===== config.mk =====
export PLATFORM = sky130hd
export DESIGN_NAME = uart_tx_fifo
export DESIGN_NICKNAME = d
export VERILOG_FILES = /design/src/rtl/uart_tx_fifo.sv
export SDC_FILE = /design/constraint.sdc
export NUM_CORES = 1
export LEC_CHECK = 0
export BUFFER_PORTS_ARGS = -buffer_cell sky130_fd_sc_hd__buf_2
export CAP_MARGIN = 20
export CORE_MARGIN = 1.5
export CORE_UTILIZATION = 62
export CTS_CLUSTER_SIZE = 24
export DETAILED_ROUTE_END_ITERATION = 6
export PLACE_DENSITY = 0.79
export SKIP_LAST_GASP = 1
export SLEW_MARGIN = 20
export SYNTH_ARGS = -nofsm -noshare
export SYNTH_HDL_FRONTEND = slang
export SYNTH_SLANG_ARGS = --single-unit

===== constraint.sdc =====
create_clock -name clk -period 4.6 [get_ports clk]
set_input_delay 0.69 -clock clk [delete_from_list [all_inputs] [get_ports clk]]
set_output_delay 0.69 -clock clk [all_outputs]
set_load 0.05 [all_outputs]

===== src/rtl/uart_tx_fifo.sv =====
// rtl/uart_tx_fifo.sv - UART transmitter with built-in baud divider and input FIFO
//
// Purpose: serialises words from a FIFO onto a UART line with configurable
// payload width, parity mode and stop-bit count. Frames leave back-to-back
// with no idle gap while the FIFO holds data.
//
// Ports:
//   clk        - system clock, all logic on the rising edge
//   rst        - synchronous active-high reset (aborts frame, flushes FIFO)
//   data_in    - word to transmit
//   data_valid - data_in is valid; accepted when data_ready is high
//   data_ready - FIFO can accept a word (not full)
//   tx         - registered serial output, idle high
//   tx_busy    - a frame is in progress
//   fifo_count - number of words currently held in the FIFO
module uart_tx_fifo #(
    parameter int CLK_FREQ   = 100000000,
    parameter int BAUD_RATE  = 9600,
    parameter int DATA_BITS  = 8,
    parameter int PARITY     = 0,
    parameter int STOP_BITS  = 1,
    parameter int FIFO_DEPTH = 16
) (
    input  logic                          clk,
    input  logic                          rst,
    input  logic [DATA_BITS-1:0]          data_in,
    input  logic                          data_valid,
    output logic                          data_ready,
    output logic                          tx,
    output logic                          tx_busy,
    output logic [$clog2(FIFO_DEPTH):0]   fifo_count
);

    localparam int DIV    = CLK_FREQ / BAUD_RATE;
    localparam int BAUD_W = (DIV > 1) ? $clog2(DIV) : 1;
    localparam int PTR_W  = $clog2(FIFO_DEPTH);

    localparam logic [BAUD_W-1:0] BAUD_LAST = BAUD_W'(DIV - 1);
    localparam logic [3:0]        DATA_LAST = 4'(DATA_BITS - 1);
    localparam logic [3:0]        STOP_LAST = 4'(STOP_BITS - 1);
    localparam logic [PTR_W:0]    FULL_CNT  = (PTR_W + 1)'(FIFO_DEPTH);

    typedef enum logic [2:0] {
        S_IDLE,
        S_START,
        S_DATA,
        S_PARITY,
        S_STOP
    } state_t;

    // ------------------------------------------------------------------
    // FIFO storage and pointers
    // ------------------------------------------------------------------
    logic [DATA_BITS-1:0] mem [FIFO_DEPTH];
    logic [PTR_W-1:0]     wr_ptr;
    logic [PTR_W-1:0]     rd_ptr;
    logic [PTR_W:0]       count;
    logic                 fifo_empty;
    logic                 push;
    logic                 pop;
    logic [DATA_BITS-1:0] head;
    logic                 head_parity;

    // ------------------------------------------------------------------
    // Transmit state
    // ------------------------------------------------------------------
    state_t               state;
    logic [BAUD_W-1:0]    baud_cnt;
    logic [3:0]           bit_cnt;
    logic [DATA_BITS-1:0] shift;
    logic                 parity_bit;
    logic                 tx_r;
    logic                 baud_last;
    logic                 stop_end;

    assign fifo_empty = (count == '0);
    assign data_ready = (count != FULL_CNT);
    assign fifo_count = count;
    assign head       = mem[rd_ptr];

    // Odd parity makes the total number of ones (payload + parity) odd.
    assign head_parity = (PARITY == 1) ? ~(^head) : (^head);

    assign baud_last = (baud_cnt == BAUD_LAST);

    // Last clock of the final stop bit: the frame ends on this edge.
    assign stop_end = (state == S_STOP) && baud_last && (bit_cnt == STOP_LAST);

    // Reset wins over any push or pop on the same edge.
    assign push = data_valid && data_ready && !rst;
    assign pop  = !rst && !fifo_empty && ((state == S_IDLE) || stop_end);

    // Storage array carries no reset; only the pointers and count do.
    always_ff @(posedge clk) begin
        if (push) begin
            mem[wr_ptr] <= data_in;
        end
    end

    always_ff @(posedge clk) begin
        if (rst) begin
            wr_ptr <= '0;
            rd_ptr <= '0;
            count  <= '0;
        end else begin
            if (push) begin
                wr_ptr <= wr_ptr + 1'b1;
            end
            if (pop) begin
                rd_ptr <= rd_ptr + 1'b1;
            end
            case ({push, pop})
                2'b10:   count <= count + 1'b1;
                2'b01:   count <= count - 1'b1;
                default: count <= count;
            endcase
        end
    end

    // ------------------------------------------------------------------
    // Frame sequencer. The baud counter is cleared at every bit boundary,
    // so each bit is exactly DIV clocks and nothing accumulates in a frame.
    // ------------------------------------------------------------------
    always_ff @(posedge clk) begin
        if (rst) begin
            state      <= S_IDLE;
            baud_cnt   <= '0;
            bit_cnt    <= '0;
            shift      <= '0;
            parity_bit <= 1'b0;
            tx_r       <= 1'b1;
        end else begin
            case (state)
                S_IDLE: begin
                    tx_r <= 1'b1;
                    if (pop) begin
                        shift      <= head;
                        parity_bit <= head_parity;
                        bit_cnt    <= '0;
                        baud_cnt   <= '0;
                        tx_r       <= 1'b0;
                        state      <= S_START;
                    end
                end

                S_START: begin
                    if (baud_last) begin
                        baud_cnt <= '0;
                        bit_cnt  <= '0;
                        tx_r     <= shift[0];
                        shift    <= shift >> 1;
                        state    <= S_DATA;
                    end else begin
                        baud_cnt <= baud_cnt + 1'b1;
                    end
                end

                S_DATA: begin
                    if (baud_last) begin
                        baud_cnt <= '0;
                        if (bit_cnt == DATA_LAST) begin
                            bit_cnt <= '0;
                            if (PARITY != 0) begin
                                tx_r  <= parity_bit;
                                state <= S_PARITY;
                            end else begin
                                tx_r  <= 1'b1;
                                state <= S_STOP;
                            end
                        end else begin
                            bit_cnt <= bit_cnt + 1'b1;
                            tx_r    <= shift[0];
                            shift   <= shift >> 1;
                        end
                    end else begin
                        baud_cnt <= baud_cnt + 1'b1;
                    end
                end

                S_PARITY: begin
                    if (baud_last) begin
                        baud_cnt <= '0;
                        bit_cnt  <= '0;
                        tx_r     <= 1'b1;
                        state    <= S_STOP;
                    end else begin
                        baud_cnt <= baud_cnt + 1'b1;
                    end
                end

                S_STOP: begin
                    if (baud_last) begin
                        baud_cnt <= '0;
                        if (bit_cnt == STOP_LAST) begin
                            bit_cnt <= '0;
                            // Chain straight into the next start bit when
                            // data is waiting, so no idle clock appears.
                            if (pop) begin
                                shift      <= head;
                                parity_bit <= head_parity;
                                tx_r       <= 1'b0;
                                state      <= S_START;
                            end else begin
                                tx_r  <= 1'b1;
                                state <= S_IDLE;
                            end
                        end else begin
                            bit_cnt <= bit_cnt + 1'b1;
                        end
                    end else begin
                        baud_cnt <= baud_cnt + 1'b1;
                    end
                end

                default: begin
                    state <= S_IDLE;
                    tx_r  <= 1'b1;
                end
            endcase
        end
    end

    assign tx      = tx_r;
    assign tx_busy = (state != S_IDLE);

endmodule


==> impl_metrics.yaml <==
cts:
  clock_latency_ns: 0.43
  cts_resized: 0
  clockBufferDepth: 2
  clock_sink_count: 175
  cts_buffers: 17
  hold_buffers: 0
  cts_tree: "yes"
  cts_setup_buffers: 0
  cts_max_level: 4
  cts_root_buf: "clkbuf_16"
  clkTransAtPathRegs_ns: 0.07
die:
  fp.dieW_um: 113.1
  ioPinCount: 19
  coreArea_sq_um: 11910
  rows: 40
  die_area_sq_um: 12800
  start_util: 0.6312
  die_y_um: 113.1
critical_path:
  cp_max_fo: 8
  cp_slowest_cell: "or4_4"
  arrival_ns: 4.07
  r2r.worst_path.cells: 13
  crit_path_start_kind: "flip-flop"
  path_cells: "or4b_1, or4_4, o21ai_1, nand2_1, inv_1, ha_1, xor2_1, ha_1, a21oi_1, o22ai_1, a222oi_1, or3_1, a21oi_1"
  rrSetupSlack_ns: 0.82
  slowest_delay_ns: 0.60
  path_class: "reg2reg"
  reg2reg_to: "fifo_count[4]$_SDFFE_PP0P_"
  critPathRequiredTime_ns: 4.89
  end_kind: "flip-flop"
  r2r-start: "baud_cnt[8]$_SDFFE_PP0P_"
pwr:
  leakage_nw: 2.774
  vdd_ir_drop_max_mv: 0.5275
  pwr_density_cell_nw_per_um2: 504.2
global_route:
  grt.total_usage: 0.2406
  grt_first_pass_wirelength_mm: 23.00
  grt_pass1_vias: 4407
  antenna_found_initial: 0
  grt-ovfl-total: 0
  grt_max_degree: 33
timing:
  maxSlewViolCount: 0
  rsz0062_at_grt: "false"
  worst_pin_slew_ns: 0.9687
  period_share: 0.8211
  hold_violations: 0
  fin_worst_skew_ns: 0.008779
  finalSetupViolations: 0
  max_freq_mhz: 264.8
  fin_tns_setup_ns: 0
  fin_crit_ns: 3.777
  max_slew_margin: 0.3542
  fin_hold_ws_ns: 0.4670
layout:
  layout-drive-gt1-share: 0.1908
  final_common_cell: "edfxtp_1"
  area_delta_synth_final_pct: 10.77
  stdcell_area_sq_um: 8328
  diodes: 0
  nets: 554
  utilization: 0.6992
  layout_common_cells: "edfxtp_1 (128), nor2_1 (47), dfxtp_1 (46)"
route:
  wirelength_mm: 14.29
  viasPerCell: 6.335
  drt_first_pass_iters: 5
  routedWlPerCell_um: 20.65
  vias: 4384
  drt_iter0_drc: 593
  drc: 0
  ant_nets: 0
synth:
  yosysUniqueCellTypes: 64
  synth_warnings: 0
  avgSynthCellArea_sq_um: 14.54
  synth.yosys.seq_area_share: 0.6364
  ys.flop_type: "edfxtp_1"
  async_reset_ff_frac: 0
  synth_edf_count: 128
  synth_nets: 539
  postSynthCellCount: 517
  ys_seq_elements: 175
  synth_area_sq_um: 7518
placed_design:
  place_hpwl_mm: 8.912
  place_congestion: 0.8715
  portBuffers: 18
  postPlaceCellArea_sq_um: 7725
worst_hold_path:
  holdPathEnd: "rd_ptr[3]$_SDFFE_PP0P_"
  hp-class: "reg2reg"
  min_path_cells: 1
  min-delay-start: "rd_ptr[3]$_SDFFE_PP0P_"
run_status:
  status: "finished, final reports clean"
run:
  cap_viol_max_count: 0
[final cells by class]
cell class / count / area, sq um
repair buffers: 26 / 150.1
multi-input cells: 301 / 2570
inverters: 11 / 41.29
clock buffers: 19 / 442.9
clock inverters: 13 / 153.9
flip-flops and latches: 175 / 4786
well taps: 147 / 183.9
fillers: 768 / 3583
[kinds of logic after synthesis]
group	count (synthesis)	share of synthesized area
AND/OR/NAND/NOR	137	0.09669
adder cells (fa/ha/maj)	11	0.01831
flip-flops	175	0.6364
multiplexers	49	0.1202
XOR/XNOR	19	0.02213
buffers and inverters	41	0.02263
AO/OA/AOI/OAI	85	0.08371
[critical path, delay by kind of cell (launching register included)]
kind | cells | cell delay (ns)
AND/OR/NAND/NOR | 4 | 1.45
AO/OA/AOI/OAI | 5 | 1.18
adder cells (fa/ha/maj) | 2 | 0.49
flip-flops | 1 | 0.33
XOR/XNOR | 1 | 0.11
buffers and inverters | 1 | 0.10
[worst max-delay path by stage]
| stage | startpoint | endpoint | slack [ns] | cells past startpoint |
|---|---|---|---|---|
| 2_1_floorplan | fifo_count[2]$_SDFFE_PP0P_ | fifo_count[4]$_SDFFE_PP0P_ | 1.10 | 15 |
| 3_3_place_gp | baud_cnt[8]$_SDFFE_PP0P_ | fifo_count[4]$_SDFFE_PP0P_ | 1.12 | 13 |
| 3_5_place_dp | baud_cnt[8]$_SDFFE_PP0P_ | fifo_count[4]$_SDFFE_PP0P_ | 0.93 | 13 |
| 4_1_cts | baud_cnt[8]$_SDFFE_PP0P_ | fifo_count[4]$_SDFFE_PP0P_ | 0.91 | 13 |
| 5_1_grt | baud_cnt[8]$_SDFFE_PP0P_ | fifo_count[4]$_SDFFE_PP0P_ | 0.59 | 13 |
| 6_report | baud_cnt[8]$_SDFFE_PP0P_ | fifo_count[4]$_SDFFE_PP0P_ | 0.82 | 13 |
[registers in the layout, indices dropped and copies added, names as in the netlist, named ones only]
name	count
fifo_count	5
rd_ptr	4
state	3
mem	128
tx	1
shift	8
bit_cnt	4
wr_ptr	4
baud_cnt	14
[Yosys cell counts, types with 8 or more instances]
master	instances	area, sq um
dfxtp_1	47	940.9
a211oi_1	9	67.56
clkbuf_1	20	75.07
mux4_2	33	743.2
nand2_1	21	78.83
inv_1	11	41.29
nor3_1	10	50.05
nor2_1	47	176.4
xor2_1	15	131.4
nor2b_1	8	50.05
mux2i_1	16	160.2
ha_1	11	137.6
a21oi_1	19	95.09
edfxtp_1	128	3844
[through the flow]
| stage | cells | setup slack, ns | total power [mW] |
|---|---|---|---|
| floorplan | 517 | 1.105 | 2.557 |
| detailed placement | 660 | 0.9268 | 2.771 |
| global route | 692 | 0.5887 | 4.364 |
| CTS | 692 | 0.9135 | 4.207 |
| global placement | 660 | 1.117 | 2.735 |
| finish | 692 | 0.8230 | 4.199 |
[per-layer routing]
metal  share of wire  vias up  GRT usage
met4           0.013        0    0.08333
met5               0        -          0
li1                -     2035          -
met2            0.51      141     0.4032
met1            0.42     2191     0.3092
met3           0.057       17    0.06160
[power breakdown]
part / internal, mW / leakage (nW) / total [mW] / switching, mW
clock network: 0.829 / 0.290 / 1.44 / 0.615
logic: 0.362 / 0.949 / 0.880 / 0.518
registers: 1.76 / 1.54 / 1.87 / 0.109
total: 2.96 / 2.77 / 4.20 / 1.24
No activity file was read; power rests on OpenSTA's default activity.
